==> src/rtl/spi_ram_ctrl_if.sv <==
`default_nettype none
// ---------------------------------------------------------------------------
// Module : spi_ram_ctrl_if
// Brief  : Frame input, read-data handshake and error flags of spi_ram_ctrl.
// Rev    : 1.0  initial release
// ---------------------------------------------------------------------------
interface spi_ram_ctrl_if #(
    parameter int WORD_SIZE = 8
);
    logic                   rx_valid;
    logic [WORD_SIZE+1:0]   din;
    logic                   tx_ready;
    logic                   err_clr;
    logic                   tx_valid;
    logic [WORD_SIZE-1:0]   dout;
    logic                   ovf;
    logic                   oor;

    modport master (
        output rx_valid, din, tx_ready, err_clr,
        input  tx_valid, dout, ovf, oor
    );

    modport slave (
        input  rx_valid, din, tx_ready, err_clr,
        output tx_valid, dout, ovf, oor
    );
endinterface
`default_nettype wire

==> src/rtl/spi_ram_ctrl.sv <==
`default_nettype none
// ---------------------------------------------------------------------------
// Module : spi_ram_ctrl
// Brief  : Command-driven RAM behind an SPI slave; read data via valid/ready.
// Rev    : 1.0  initial release
// ---------------------------------------------------------------------------
module spi_ram_ctrl #(
    parameter int WORD_SIZE = 8,
    parameter int ADDR_SIZE = 8,
    parameter int MEM_DEPTH = 256,
    parameter int AUTO_INC  = 1
) (
    input  logic            clk,
    input  logic            rst,
    spi_ram_ctrl_if.slave   bus
);
    localparam logic [1:0] c_set_waddr = 2'b00;
    localparam logic [1:0] c_write     = 2'b01;
    localparam logic [1:0] c_set_raddr = 2'b10;
    localparam logic [1:0] c_read      = 2'b11;

    logic [WORD_SIZE-1:0] r_mem [MEM_DEPTH];
    logic [ADDR_SIZE-1:0] r_wr_addr;
    logic [ADDR_SIZE-1:0] r_rd_addr;
    logic                 r_tx_valid;
    logic [WORD_SIZE-1:0] r_dout;
    logic                 r_ovf;
    logic                 r_oor;

    logic [1:0]           w_cmd;
    logic [WORD_SIZE-1:0] w_payload;
    logic [ADDR_SIZE-1:0] w_addr;
    logic                 w_wr_in;
    logic                 w_rd_in;
    logic                 w_is_write;
    logic                 w_is_read;
    logic                 w_slot_free;
    logic                 w_rd_acc;
    logic                 w_rd_drop;
    logic                 w_oor_evt;

    // Wrap at the last real word; pointers already past the array just roll over.
    function automatic logic [ADDR_SIZE-1:0] f_inc(input logic [ADDR_SIZE-1:0] p);
        if (32'(p) == MEM_DEPTH - 1) return '0;
        return p + ADDR_SIZE'(1);
    endfunction

    assign w_cmd       = bus.din[WORD_SIZE+1:WORD_SIZE];
    assign w_payload   = bus.din[WORD_SIZE-1:0];
    assign w_addr      = w_payload[ADDR_SIZE-1:0];
    assign w_wr_in     = 32'(r_wr_addr) < MEM_DEPTH;
    assign w_rd_in     = 32'(r_rd_addr) < MEM_DEPTH;
    assign w_is_write  = bus.rx_valid && (w_cmd == c_write);
    assign w_is_read   = bus.rx_valid && (w_cmd == c_read);
    assign w_slot_free = !r_tx_valid || bus.tx_ready;
    assign w_rd_acc    = w_is_read && w_slot_free;
    assign w_rd_drop   = w_is_read && !w_slot_free;
    assign w_oor_evt   = (w_is_write && !w_wr_in) || (w_rd_acc && !w_rd_in);

    // Storage kept free of reset so it maps onto block RAM.
    always_ff @(posedge clk) begin
        if (!rst && w_is_write && w_wr_in) begin
            r_mem[r_wr_addr] <= w_payload;
        end
    end

    always_ff @(posedge clk) begin
        if (rst) begin
            r_wr_addr  <= '0;
            r_rd_addr  <= '0;
            r_tx_valid <= 1'b0;
            r_dout     <= '0;
            r_ovf      <= 1'b0;
            r_oor      <= 1'b0;
        end else begin
            if (bus.rx_valid) begin
                case (w_cmd)
                    c_set_waddr: r_wr_addr <= w_addr;
                    c_write:     if (AUTO_INC != 0) r_wr_addr <= f_inc(r_wr_addr);
                    c_set_raddr: r_rd_addr <= w_addr;
                    default:     if (w_slot_free && AUTO_INC != 0) r_rd_addr <= f_inc(r_rd_addr);
                endcase
            end

            // An accepted read refills the slot in the same cycle it drains.
            if (w_rd_acc) begin
                r_tx_valid <= 1'b1;
                r_dout     <= w_rd_in ? r_mem[r_rd_addr] : '0;
            end else if (r_tx_valid && bus.tx_ready) begin
                r_tx_valid <= 1'b0;
            end

            r_ovf <= w_rd_drop || (r_ovf && !bus.err_clr);
            r_oor <= w_oor_evt || (r_oor && !bus.err_clr);
        end
    end

    assign bus.tx_valid = r_tx_valid;
    assign bus.dout     = r_dout;
    assign bus.ovf      = r_ovf;
    assign bus.oor      = r_oor;
endmodule
`default_nettype wire

==> src/flat_wrapper.sv <==
// flat-port wrapper written by rule: the top's interface ports become plain ports
module spi_ram_ctrl_flat 
#(
    parameter int WORD_SIZE = 8,
    parameter int ADDR_SIZE = 8,
    parameter int MEM_DEPTH = 256,
    parameter int AUTO_INC  = 1
)
  (clk, rst, bus_rx_valid, bus_din, bus_tx_ready, bus_err_clr, bus_tx_valid, bus_dout, bus_ovf, bus_oor);
  spi_ram_ctrl_if #(.WORD_SIZE(WORD_SIZE)) bus_i ();
  input  logic clk;
  input  logic rst;
  input wire logic [$bits(bus_i.rx_valid)-1:0] bus_rx_valid;
  input wire logic [$bits(bus_i.din)-1:0] bus_din;
  input wire logic [$bits(bus_i.tx_ready)-1:0] bus_tx_ready;
  input wire logic [$bits(bus_i.err_clr)-1:0] bus_err_clr;
  output wire logic [$bits(bus_i.tx_valid)-1:0] bus_tx_valid;
  output wire logic [$bits(bus_i.dout)-1:0] bus_dout;
  output wire logic [$bits(bus_i.ovf)-1:0] bus_ovf;
  output wire logic [$bits(bus_i.oor)-1:0] bus_oor;
  assign bus_i.rx_valid = bus_rx_valid;
  assign bus_i.din = bus_din;
  assign bus_i.tx_ready = bus_tx_ready;
  assign bus_i.err_clr = bus_err_clr;
  assign bus_tx_valid = bus_i.tx_valid;
  assign bus_dout = bus_i.dout;
  assign bus_ovf = bus_i.ovf;
  assign bus_oor = bus_i.oor;
  spi_ram_ctrl #(.WORD_SIZE(WORD_SIZE), .ADDR_SIZE(ADDR_SIZE), .MEM_DEPTH(MEM_DEPTH), .AUTO_INC(AUTO_INC)) u_core (.clk(clk), .rst(rst), .bus(bus_i));
endmodule
==> config.mk <==
export PLATFORM = sky130hd
export DESIGN_NAME = spi_ram_ctrl_flat
export DESIGN_NICKNAME = d
export VERILOG_FILES = /design/src/rtl/spi_ram_ctrl_if.sv /design/src/rtl/spi_ram_ctrl.sv /design/src/flat_wrapper.sv
export SDC_FILE = /design/constraint.sdc
export NUM_CORES = 2
export LEC_CHECK = 0
export CORE_ASPECT_RATIO = 2
export CORE_UTILIZATION = 30
export CTS_BUF_LIST = sky130_fd_sc_hd__clkbuf_4 sky130_fd_sc_hd__clkbuf_8
export DETAILED_ROUTE_END_ITERATION = 12
export GPL_TIMING_DRIVEN = 0
export PLACE_DENSITY = 0.43
export SLEW_MARGIN = 20
export SYNTH_ARGS = -nofsm -noshare
export SYNTH_HDL_FRONTEND = slang
export SYNTH_SLANG_ARGS = --single-unit
export TNS_END_PERCENT = 30
==> constraint.sdc <==
create_clock -name clk -period 6.85 [get_ports clk]
set_input_delay 1.7125 -clock clk [delete_from_list [all_inputs] [get_ports clk]]
set_output_delay 1.7125 -clock clk [all_outputs]
set_load 0.01 [all_outputs]
==> metrics.cfg <==
[sta]
period_minus_slack_ps = 5370
slew_viol_final = 0
max_slew_margin_pct = 12.6
worst_clock_skew_ps = 82.4
fmax_mhz = 186
finalSetupViolations = 0
hold_viol = 0
holdWs_ps = 481
rsz0062_at_grt = false
finalWorstSetupSlack_ps = 1480
period_share_pct = 78.5
tightest_slew_ps = 1270

[global_route]
grt-ovfl-total = 0
grt_pass1_wl_um = 389000
grt_usage_pct = 21.2
antenna_found_initial = 14
grt_pass1_vias = 44791
grt_max_degree = 117

[drt]
wl_per_cell_um = 35.2
routed_via_density = 5.11
dr_total_vias = 42081
drtAntennaViolNets = 0
drc = 2
drt_iter0_markers = 3527
wl_um = 290000
dr.pass1.iters = 10

[worst_setup_path]
endpoint_kind = register
worstPathRequired_ps = 7450
setup.worst_path.start_class = input pin
regToRegSetupSlack_ps = 1530
crit_arrival_ps = 5970
path_class = in2reg
ff2ff_path_depth = 10
reg2reg_from = u_core.r_rd_addr[4]
crit_fanout = 10
r2r_end = u_core.bus.dout[3]

[power_and_ir_drop]
power_density_nw_per_um2 = 276
peakVddDrop_uv = 146
power_leakage_uw = 0.0278

[worst_hold_path]
worstHoldEndpoint = u_core.bus.oor
whs_path_depth = 1
min_from = u_core.bus.oor
worstHoldPathType = reg2reg

[clock_network]
cts_buffer_depth = 4
worstSkewPairLatency_ps = 1010
post_cts_resized = 0
ctsHoldBuffers = 0
cts_sinks = 2075
cts_tree = done
clk_pin_slew_ps = 60
cts_setup_buffers = 0
cts_max_level = 5
cts_root_buf = clkbuf_8
numCtsBuffers = 303

[synth]
mappedNetlistArea_um2 = 81100
ys.flop_type = edfxtp_1
synthArstFlopShare_pct = 0
yosysTopAreaCell = edfxtp_1
yosysUniqueCellTypes = 60
synth_top_area_share_pct = 75.8
synthCells = 4103
synth_area_per_cell_um2 = 19.8
ys_seq_area_share_pct = 76.5
synthTopCellsByArea = edfxtp_1 (76%), mux4_2 (10%), mux2i_1 (4.4%), nor2_1 (1.5%), o22ai_1 (0.75%)
post-synth-top-count-cell = edfxtp_1
yosys_warnings = 0
syn_nets = 4123
netlist_top_cells_count = edfxtp_1 (2048), mux4_2 (365), mux2i_1 (357)
ys_ff_latch = 2075
synth_edf_count = 2048

[die]
die_h_um = 737
start_util_pct = 30.2
die-area_um2 = 273000
die_w_um = 370
core_um2 = 269000
fp-row-count = 269
ioPinCount = 26

[placement]
io_buffers = 24
dpl-instance-area_um2 = 86700
dpl.hpwl_um = 210000
routabilityCongestion = 0.944
post-place-ws_ps = 556

[outcome]
violations = DRC
status = finished, violations left

[cells_and_area]
fillers = 25470
layout-drive-gt1-share_pct = 22.4
area.growth.synth_to_final_pct = 14.1
nNetsFinal = 4489
design_area_um2 = 92500

[job]
maxCapViolCount = 0

[kinds of logic (layout without fill, tap and decap cells)]
kind of cell,Yosys count,after routing,synth area share (%)
adders and majority gates,5,5,0.0771
DFF,2075,2075,76.5
muxes,730,730,14.7
other,0,29,0
buffers and inverters,267,851,1.80
and+or+nand+nor,527,527,2.79
AOI/OAI and AO/OA,499,499,4.19
[metrics by stage]
step / cells / TNS [ps] / util, % / total power (uW)
2_1_floorplan: 4103 / 0 / - / 15000
3_3_place_gp: 7650 / -9409070 / 31.9 / 16000
3_5_place_dp: 7687 / 0 / 32.3 / 15800
4_1_cts: 8210 / 0 / 34.4 / 25800
5_1_grt: 8234 / 0 / 34.4 / 26200
6_report: 8239 / 0 / 34.5 / 25500
[placed cells by master (no fill, tap or decap), types with 26 or more instances in the layout]
cell type,instances
a211oi_1,62
a21oi_1,77
a22oi_1,33
buf_2,44
buf_4,55
buf_6,26
clkbuf_1,98
clkbuf_2,30
clkbuf_4,91
clkbuf_8,308
clkinv_1,62
clkinv_2,41
dfxtp_1,27
diode_2,29
edfxtp_1,2048
mux2i_1,357
mux4_2,365
nand2_1,88
nand3_1,30
nor2_1,311
o21ai_0,77
o221ai_1,59
o22ai_1,97
[report_power, final]
part / leakage, uW / switching (uW) / internal [uW] / total [uW]
registers: 0.0186 / 7.93 / 13900 / 14000
clock network: 0.00304 / 4960 / 5000 / 9960
logic: 0.00610 / 1100 / 495 / 1590
total: 0.0278 / 6070 / 19400 / 25500
[routing by layer]
layer | GRT usage [%] | vias to the layer above | routed length (um)
li1 | - | 17707 | -
met1 | 19.9 | 22319 | 90800
met2 | 40.8 | 1463 | 163000
met3 | 2.82 | 592 | 11900
met4 | 16.1 | 0 | 24900
met5 | 0 | - | 0
[cell type report]
class	instances	area, um2	share of cell area, %
clock buffers	399	4920	5.32
inverters	6	22.5	0.0243
diodes	29	72.6	0.0784
repair buffers	61	1170	1.27
well taps	3523	4410	4.76
multi-input cells	1761	17600	19.0
plain buffers	261	1480	1.60
clock inverters	124	796	0.860
flip-flops and latches	2075	62000	67.0
[registers in the layout, summed over array words and instances (netlist names)]
signal               count
u_core.r_wr_addr         8
u_core.bus.dout          8
u_core.bus.tx_valid      1
u_core.r_mem          2048
u_core.bus.oor           1
u_core.bus.ovf           1
u_core.r_rd_addr         8
[worst max-delay path, stage by stage]
cell             delay [ps]
clkdlybuf4s50_1         740
nor2b_1                 180
clkbuf_1                300
nor3b_1                 350
clkbuf_1                380
nand4_1                 630
clkbuf_2                650
nor2_1                 1000
[worst max-delay path by stage]
stage                         from                   end  slack, ps  cells after the start
6_report              bus_rx_valid  u_core.r_mem[236][6]       1480                      8
5_1_grt               bus_rx_valid   u_core.r_mem[38][5]       1460                      9
4_1_cts        u_core.r_rd_addr[1]    u_core.bus.dout[3]       1530                     10
3_5_place_dp          bus_rx_valid   u_core.r_mem[99][3]        560                      8
3_3_place_gp            bus_din[4]  u_core.r_mem[126][4]      -5230                      1
2_1_floorplan         bus_rx_valid  u_core.r_mem[148][0]       3040                      7
Power figures use the tool's default switching activity.
